--- src/rtl/demux_1to2.sv ---
// demux_1to2
//   Registered 1-to-2 steering primitive. One data input is copied, unmodified,
//   into whichever output channel Sel selects. A per-channel valid flag marks
//   the channel that was loaded at the last edge, so a routed zero can be told
//   apart from an idle output.
//
// Parameters
//   WIDTH      data width of I, Y0 and Y1
//   IDLE_ZERO  1: the deselected channel is cleared on every capture
//              0: the deselected channel keeps its last value
//
// Ports
//   clk     in   1      rising-edge clock, only clock in the block
//   rst     in   1      synchronous active-high reset, dominates en
//   en      in   1      capture enable; 0 holds data and drops both valid flags
//   I       in   WIDTH  data input
//   Sel     in   1      0 routes to Y0, 1 routes to Y1
//   Y0      out  WIDTH  registered channel 0 data
//   Y1      out  WIDTH  registered channel 1 data
//   Y0_vld  out  1      Y0 was loaded from I at the last edge
//   Y1_vld  out  1      Y1 was loaded from I at the last edge
//
// Every output is a flop; nothing combinational reaches the ports.

module demux_1to2 #(
   parameter int unsigned WIDTH     = 1,
   parameter bit          IDLE_ZERO = 1'b1
) (
   input  logic             clk,
   input  logic             rst,
   input  logic             en,
   input  logic [WIDTH-1:0] I,
   input  logic             Sel,
   output logic [WIDTH-1:0] Y0,
   output logic [WIDTH-1:0] Y1,
   output logic             Y0_vld,
   output logic             Y1_vld
);

   // Next-value selection is kept in one comb block so the register block
   // below stays a plain load; this keeps the hold paths obvious.
   logic [WIDTH-1:0] y0_nxt;
   logic [WIDTH-1:0] y1_nxt;
   logic             y0_vld_nxt;
   logic             y1_vld_nxt;

   always_comb begin
      y0_nxt     = Y0;
      y1_nxt     = Y1;
      y0_vld_nxt = 1'b0;
      y1_vld_nxt = 1'b0;
      if (en) begin
         if (Sel) begin
            y1_nxt     = I;
            y1_vld_nxt = 1'b1;
            if (IDLE_ZERO) begin
               y0_nxt = '0;
            end
         end else begin
            y0_nxt     = I;
            y0_vld_nxt = 1'b1;
            if (IDLE_ZERO) begin
               y1_nxt = '0;
            end
         end
      end
   end

   always_ff @(posedge clk) begin
      if (rst) begin
         Y0     <= '0;
         Y1     <= '0;
         Y0_vld <= 1'b0;
         Y1_vld <= 1'b0;
      end else begin
         Y0     <= y0_nxt;
         Y1     <= y1_nxt;
         Y0_vld <= y0_vld_nxt;
         Y1_vld <= y1_vld_nxt;
      end
   end

endmodule

--- config.mk ---
export PLATFORM = sky130hd
export DESIGN_NAME = demux_1to2
export DESIGN_NICKNAME = d
export VERILOG_FILES = /design/src/rtl/demux_1to2.sv
export SDC_FILE = /design/constraint.sdc
export NUM_CORES = 1
export LEC_CHECK = 0
export ABC_AREA = 1
export CORE_AREA = 5 5 42 44
export DETAILED_ROUTE_END_ITERATION = 10
export DIE_AREA = 0 0 47 49
export SYNTH_ARGS = -nofsm -noshare
export SYNTH_HDL_FRONTEND = slang
export SYNTH_SLANG_ARGS = --single-unit
--- constraint.sdc ---
create_clock -name clk -period 1.2 [get_ports clk]
set_input_delay 0.12 -clock clk [delete_from_list [all_inputs] [get_ports clk]]
set_output_delay 0.12 -clock clk [all_outputs]
set_load 0.1 [all_outputs]
# After elaboration in Yosys (flattened, before gate mapping)
# Cells that the tools add are included.
# Widths: inputs -> output; s select.
[word_totals]
ff_bits = 4
latch_bits = 0
mem_bits_rw = 0
mem_bits_ro = 0
in_bits = 5
out_inout_bits = 4
word_cells = 10
mem_count = 0
[op_classes]
addsub = 0
mul = 0
div = 0
order_cmp = 0
eq_ne = 0
shift = 0
n_mux = 4
n_bitwise = 1
reduce_logical = 1
[op_table]
columns = ["cell", "count"]
rows = [
  ["$mux 1", 4],
  ["$reduce_or 2->1", 1],
  ["$not 1->1", 1],
]

# Logic depth before layout (Yosys ltp)
[logic_depth]
word_depth = 2
mapped_depth = 3
ltp_nobuf = 3

# Worst setup path before layout
# No wires, ideal clock.
[synth_timing]
path_kind = "reg2reg"
from = "register Y0 (netlist name)"
to = "register Y0"
setup_ns = 0.070
arrival_ns = 1.178
required_time_ns = 1.130
setup_slack_ns = -0.048
stages_incl_launch_ff = 3
path_buffers = 0
synth_period_minus_slack_ns = 1.248
path_cell_list = "dfxtp_1 -> nand2_1 -> a21oi_1"
[synth_lines]
columns = ["element", "line_no", "text"]
rows = [
  ["to (signal assigned)", "76", "Y0 <= y0_nxt;"],
  ["to (decl)", "34", "output logic [WIDTH-1:0] Y0,"],
]

# Worst setup path in the final report
[layout_timing]
from = "register Y1_vld"
to = "output Y1_vld"
[layout_lines]
columns = ["element", "line_no", "text"]
rows = [
  ["from (decl)", "37", "output logic Y1_vld"],
  ["from (signal assigned)", "79", "Y1_vld <= y1_vld_nxt;"],
]
# No word-level cell between the ends.

==> impl_metrics.yaml <==
status:
  outcome: "completed"
drt:
  drc: 0
  drt_iter0_markers: 0
  wl_met1_um: 101
  wl_met2_um: 160
  routed_wirelength_um: 314
  ant_nets: 0
  dr_total_vias: 136
  wire_per_inst_um: 7.659
  viasPerCell: 3.317
  wl_met3_um: 37
  top_layer_used: "met4"
  firstDrtPassIters: 1
floorplanning:
  start_util_pct: 9.286
  die_height_um: 49
  chipWidth_um: 47
  core_mm2: 0.001401
  fp-row-count: 14
  pin_count: 9
  die_area_mm2: 0.002303
flow_run:
  drv_cap: 0
placement:
  numPortBuffers: 8
  hpwlAfterDp_um: 264
  gp_congestion: 0.7189
  dpl_cell_area_um2: 272.8
cts:
  clock_latency_ns: 0.23
  cts_resized: 0
  cts_tree: "yes"
  cts-buffers-inserted: 3
  clock_path_buffers: 2
  clkTransAtPathRegs_ns: 0.04
  clockRootBuffer: "clkbuf_4"
  cts_hold_buf: 0
  cts_max_level: 1
  cts_sinks: 4
  post_cts_buffers: 0
layout:
  drive_above_1_share_pct: 44.00
  stdcell_area_um2: 295.3
  layout.nets: 32
  antenna_cells: 0
  nFillCells: 160
  areaGrowthSynthToFinish_pct: 126.9
power:
  swShare_pct: 27.31
  switching_power_mw: 0.1074
  p_leak_nw: 0.1151
  powerDensity_mw_per_mm2: 1332
  internal_power_mw: 0.2859
  ir_drop_mv: 0.2653
  seqPwrFrac_pct: 36.6
  clkPwrFrac_pct: 41.7
  power.share.combinational_pct: 21.7
timing:
  finalHoldViolations: 0
  finalCritPeriodShare_pct: 73.46
  slew_viol_final: 0
  fmax_ghz: 1.134
  slew_headroom_pct: 88.70
  setup_violations: 0
  finClkSkew_ns: 0
  tns_ns: 0
  worst_pin_slew_ns: 0.1689
  worst_hold_slack_ns: 0.4815
  min_period_ns: 0.8815
  grt_setup_unrepaired: "false"
setup_path:
  crit_type: "flip-flop to primary output"
  r2r_start: "Y0"
  start_kind: "flip-flop"
  worst_ep_required_time_ns: 1.08
  critPathSlowestCell: "dfxtp_1"
  r2r_slack_ns: 0.61
  cp_max_fo: 1
  critPathMaxStageDelay_ns: 0.35
  path_cells: "buf_12"
  r2r_end: "Y0"
  r2r_cells: 2
  critPathBufInv: 1
  critPathTopFamily: "flip-flops"
  worst_setup_path_end_kind: "primary output"
  worstPathArrival_ns: 0.76
hold_path:
  min_path_cells: 2
  hp-class: "flip-flop to flip-flop"
  hold_path_end: "Y0"
  worstHoldStart: "Y0"
logic_synthesis:
  syn-num-nets: 19
  synth_xor_xnor_area_share_pct: 0
  synth_area_um2: 130.1
  synth-adder-area-share_pct: 0
  synth_compound_area_share_pct: 7.692
  netlist_instances: 14
  synth_simple_gate_area_share_pct: 25.00
  synth_top_family_by_area: "simple AND/OR/NAND/NOR gates"
  synthMuxAreaShare_pct: 0
  ys_seq_area_share_pct: 61.54
  ys.warnings.count: 0
  yosys_register_bits: 4
  yosysUniqueCellTypes: 8
  syn_area_per_cell_um2: 9.295
grt:
  grt_pass1_vias: 134
  grt_max_degree: 5
  antenna_found_initial: 0
  gr-total-overflow: 0
  grt_pass1_wl_um: 524
  grtUsageTotal_pct: 4.293
## metal layers
layer  vias up  GRT usage (%)
met4         0          9.677
li1         70              -
met2         7          4.072
met3         2          3.321
met5         -              0
met1        57          2.851
## synth_stat cells, drive strengths merged
cell type / count / area (µm²)
inv: 2 / 7.500
nand3: 2 / 10.01
nor3: 2 / 15.01
a21oi: 2 / 10.01
nand2: 2 / 7.510
dfxtp: 4 / 80.08
## layout make-up
type | count | area [µm²] | area share [%]
Timing Repair Buffer | 8 | 120.1 | 40.68
Sequential cell | 4 | 82.58 | 27.97
Multi-Input combinational cell | 8 | 42.54 | 14.41
Clock buffer | 3 | 22.52 | 7.627
Tap cell | 16 | 20.02 | 6.780
Inverter | 2 | 7.507 | 2.542
## cells by family after synthesis
logic type | after synthesis
AO/OA/AOI/OAI | 2
buffers and inverters | 2
flip-flops | 4
AND/OR/NAND/NOR | 6
## sequential cells by signal, summed over array words and instances (netlist names)
signal / flops
Y1_vld: 1
Y1: 1
Y0_vld: 1
Y0: 1
## worst max path at each step
stage	from	to	slack [ns]	depth (start not counted)
after floorplan	Y0_vld	Y0_vld	0.17	0
after global routing	Y0_vld	Y0_vld	0.30	1
final	Y1_vld	Y1_vld	0.32	1
after global placement	Sel	Y0	0.25	4
after detailed placement	en	Y1	0.25	4
after CTS	Y1_vld	Y1_vld	0.31	1
## power by group through the flow
stage	Clock, mW	Sequential (mW)	Combinational (mW)
CTS	0.173	0.144	0.0861
finish	0.164	0.144	0.0853
global route	0.183	0.144	0.0891
floorplan	0	0.181	0.00809
detailed placement	0	0.146	0.0858
global placement	0	0.146	0.0856
## cell usage in the layout (no fill, tap or decap)
cell type | synthesis | routed
nor3_2 | 1 | 1
buf_12 | 0 | 4
inv_1 | 1 | 1
dfxtp_1 | 4 | 2
inv_2 | 1 | 1
nand3_1 | 2 | 2
clkbuf_4 | 0 | 3
nand2_1 | 2 | 2
dfxtp_2 | 0 | 2
clkdlybuf4s50_1 | 0 | 4
a21oi_1 | 2 | 2
nor3_1 | 1 | 1
## per-stage QoR
step           setup slack, ns  instances  total power [mW]  util, %
2_1_floorplan           0.1710         14            0.1895        -
3_3_place_gp            0.2486         38            0.2318    19.46
3_5_place_dp            0.2462         38            0.2322    19.46
4_1_cts                 0.3070         41            0.4032    21.07
5_1_grt                 0.2963         41            0.4160    21.07
6_report                0.3185         41            0.3934    21.07
Note: power is estimated with default switching activity, not from simulation.
==> patch, RTL diff (same flow settings) <==
Reset style: asynchronous (`rst`), changed in one clocked block. Comments in the files are not updated.
--- a/src/rtl/demux_1to2.sv
+++ b/src/rtl/demux_1to2.sv
@@ -68,3 +68,3 @@
 
-   always_ff @(posedge clk) begin
+   always_ff @(posedge clk or posedge rst) begin
       if (rst) begin
Function: differs if rst is asserted again (counterexample within 4 cycles, from zero or initial values and one cycle with rst high); with rst held inactive, the same outputs for 10 cycles.
==> patch against the unedited design <==
  * Setup slack got worse by 47 ps
  * Design area up 5.1%
  * Total power increased by 12%
  * Sequential share of layout area increased by 4.3 points
  * Combinational power grew 52%
  * Sequential cell count unchanged
  * Critical endpoint is now Y1
  * Routed wire length is 6.1% higher
  * Fmax down 5.1%
  * Synthesized area is 13% higher
==> patch: results (changes against the unedited design) <==
Filler instances: 156 (was 160)
Worst path slowest cell: dfrtp_1 (was dfxtp_1)
Average wire per standard cell: 7.74 um (was 7.66 um)
Async SR Flop Fraction: 1.00 (was 0)
Leak: 0.000160 uW (was 0.000115 uW)
Status: complete, no violations (unchanged)
Syn_nets: 21 (was 19)
Largest vdd supply drop: 0.204 mV (was 0.265 mV)
Max Fanout on Critical Path: 2 (was 1)
Via count: 135 (was 136)
Initial DRC count: 1 (was 0)
PwrDens: 1420 mW/mm^2 (was 1330 mW/mm^2)
FF-to-FF Start: Y1 (was Y0)
Slew of the pin with the lowest slew margin: 152 ps (was 169 ps)
HP Class: in2async (was reg2reg)
Cell variety after synth: 6 (was 8)
Proportion of layout cells with a drive suffix above 1: 0.296 (was 0.440)
CTS resizes: 0 (unchanged)
DRT Pass-1 Iters: 2 (was 1)
Fin nets: 34 (was 32)
Arrival @ worst endpoint: 810 ps (was 760 ps)
Seq/Total Area, Yosys: 0.678 (was 0.615)
Hold_buf cts: 0 (unchanged)
Critical Path Max Stage Delay: 400 ps (was 350 ps)
Final std cells w/o fill: 43 (was 41)
Placed Instances: 40 (was 38)
Main flop type after synthesis: dfrtp_1 (was dfxtp_1)
Routability cong.: 0.728 (was 0.719)
Commonest cells in the synthesized netlist: nand2_1 (5), dfrtp_1 (4), inv_1 (3) (was dfxtp_1 (4), a21oi_1 (2), nand2_1 (2), nand3_1 (2))
HPWL after DPL: 276 um (was 264 um)
-- patch: cell types whose count changed after synthesis --
cell     before  now
dfrtp_1       0    4
dfxtp_1       4    0
nand2_1       2    5
a21oi_1       2    0
inv_1         1    3
nor2_1        0    1
nor3_1        1    0
nor3_2        1    0
-- patch: stage by stage --
step	hold slack, ps	setup WS, ps
2_1_floorplan	-114	44.2
3_3_place_gp	316	270
3_5_place_dp	315	273
4_1_cts	75.0	258
5_1_grt	99.5	240
6_report	75.5	271
-- patch: layout make-up --
type / instances / share of cell area
Inverter: 4 / 0.0484
Clock buffer: 3 / 0.0726
Tap cell: 16 / 0.0645
Timing Repair Buffer: 8 / 0.387
Multi-Input combinational cell: 8 / 0.105
Sequential cell: 4 / 0.323
-- patch: worst paths after layout --
check                      endpoint  slack, ps  cells after the start
min in group clk                 Y0        500                      3
max in group asynchronous    Y0_vld        980                      2
max                              Y1        270                      1
max reg2reg                      Y1        560                      2
min                              Y0         80                      2
min reg2reg                      Y0        530                      2
-- patch: kinds of logic (layout without fill, tap and decap cells) --
logic type	after synthesis	in the layout	share of synthesized area
buffers and inverters	4	15	0.102
and+or+nand+nor	8	8	0.220
DFF	4	4	0.678
-- patch: metal layers --
metal  GRT usage  wire length [um]  up-vias
li1            -                 -       68
met1      0.0377               122       56
met2      0.0339               132        9
met3      0.0258                72        2
met4      0.0691                 6        0
met5           0                 0        -
-- patch: power by group --
group | leakage (uW) | total, uW | switching [uW] | internal [uW]
Sequential | 0.0000518 | 153 | 8.28 | 144
Combinational | 0.0000940 | 130 | 81.1 | 48.7
Clock | 0.0000138 | 159 | 47.7 | 111
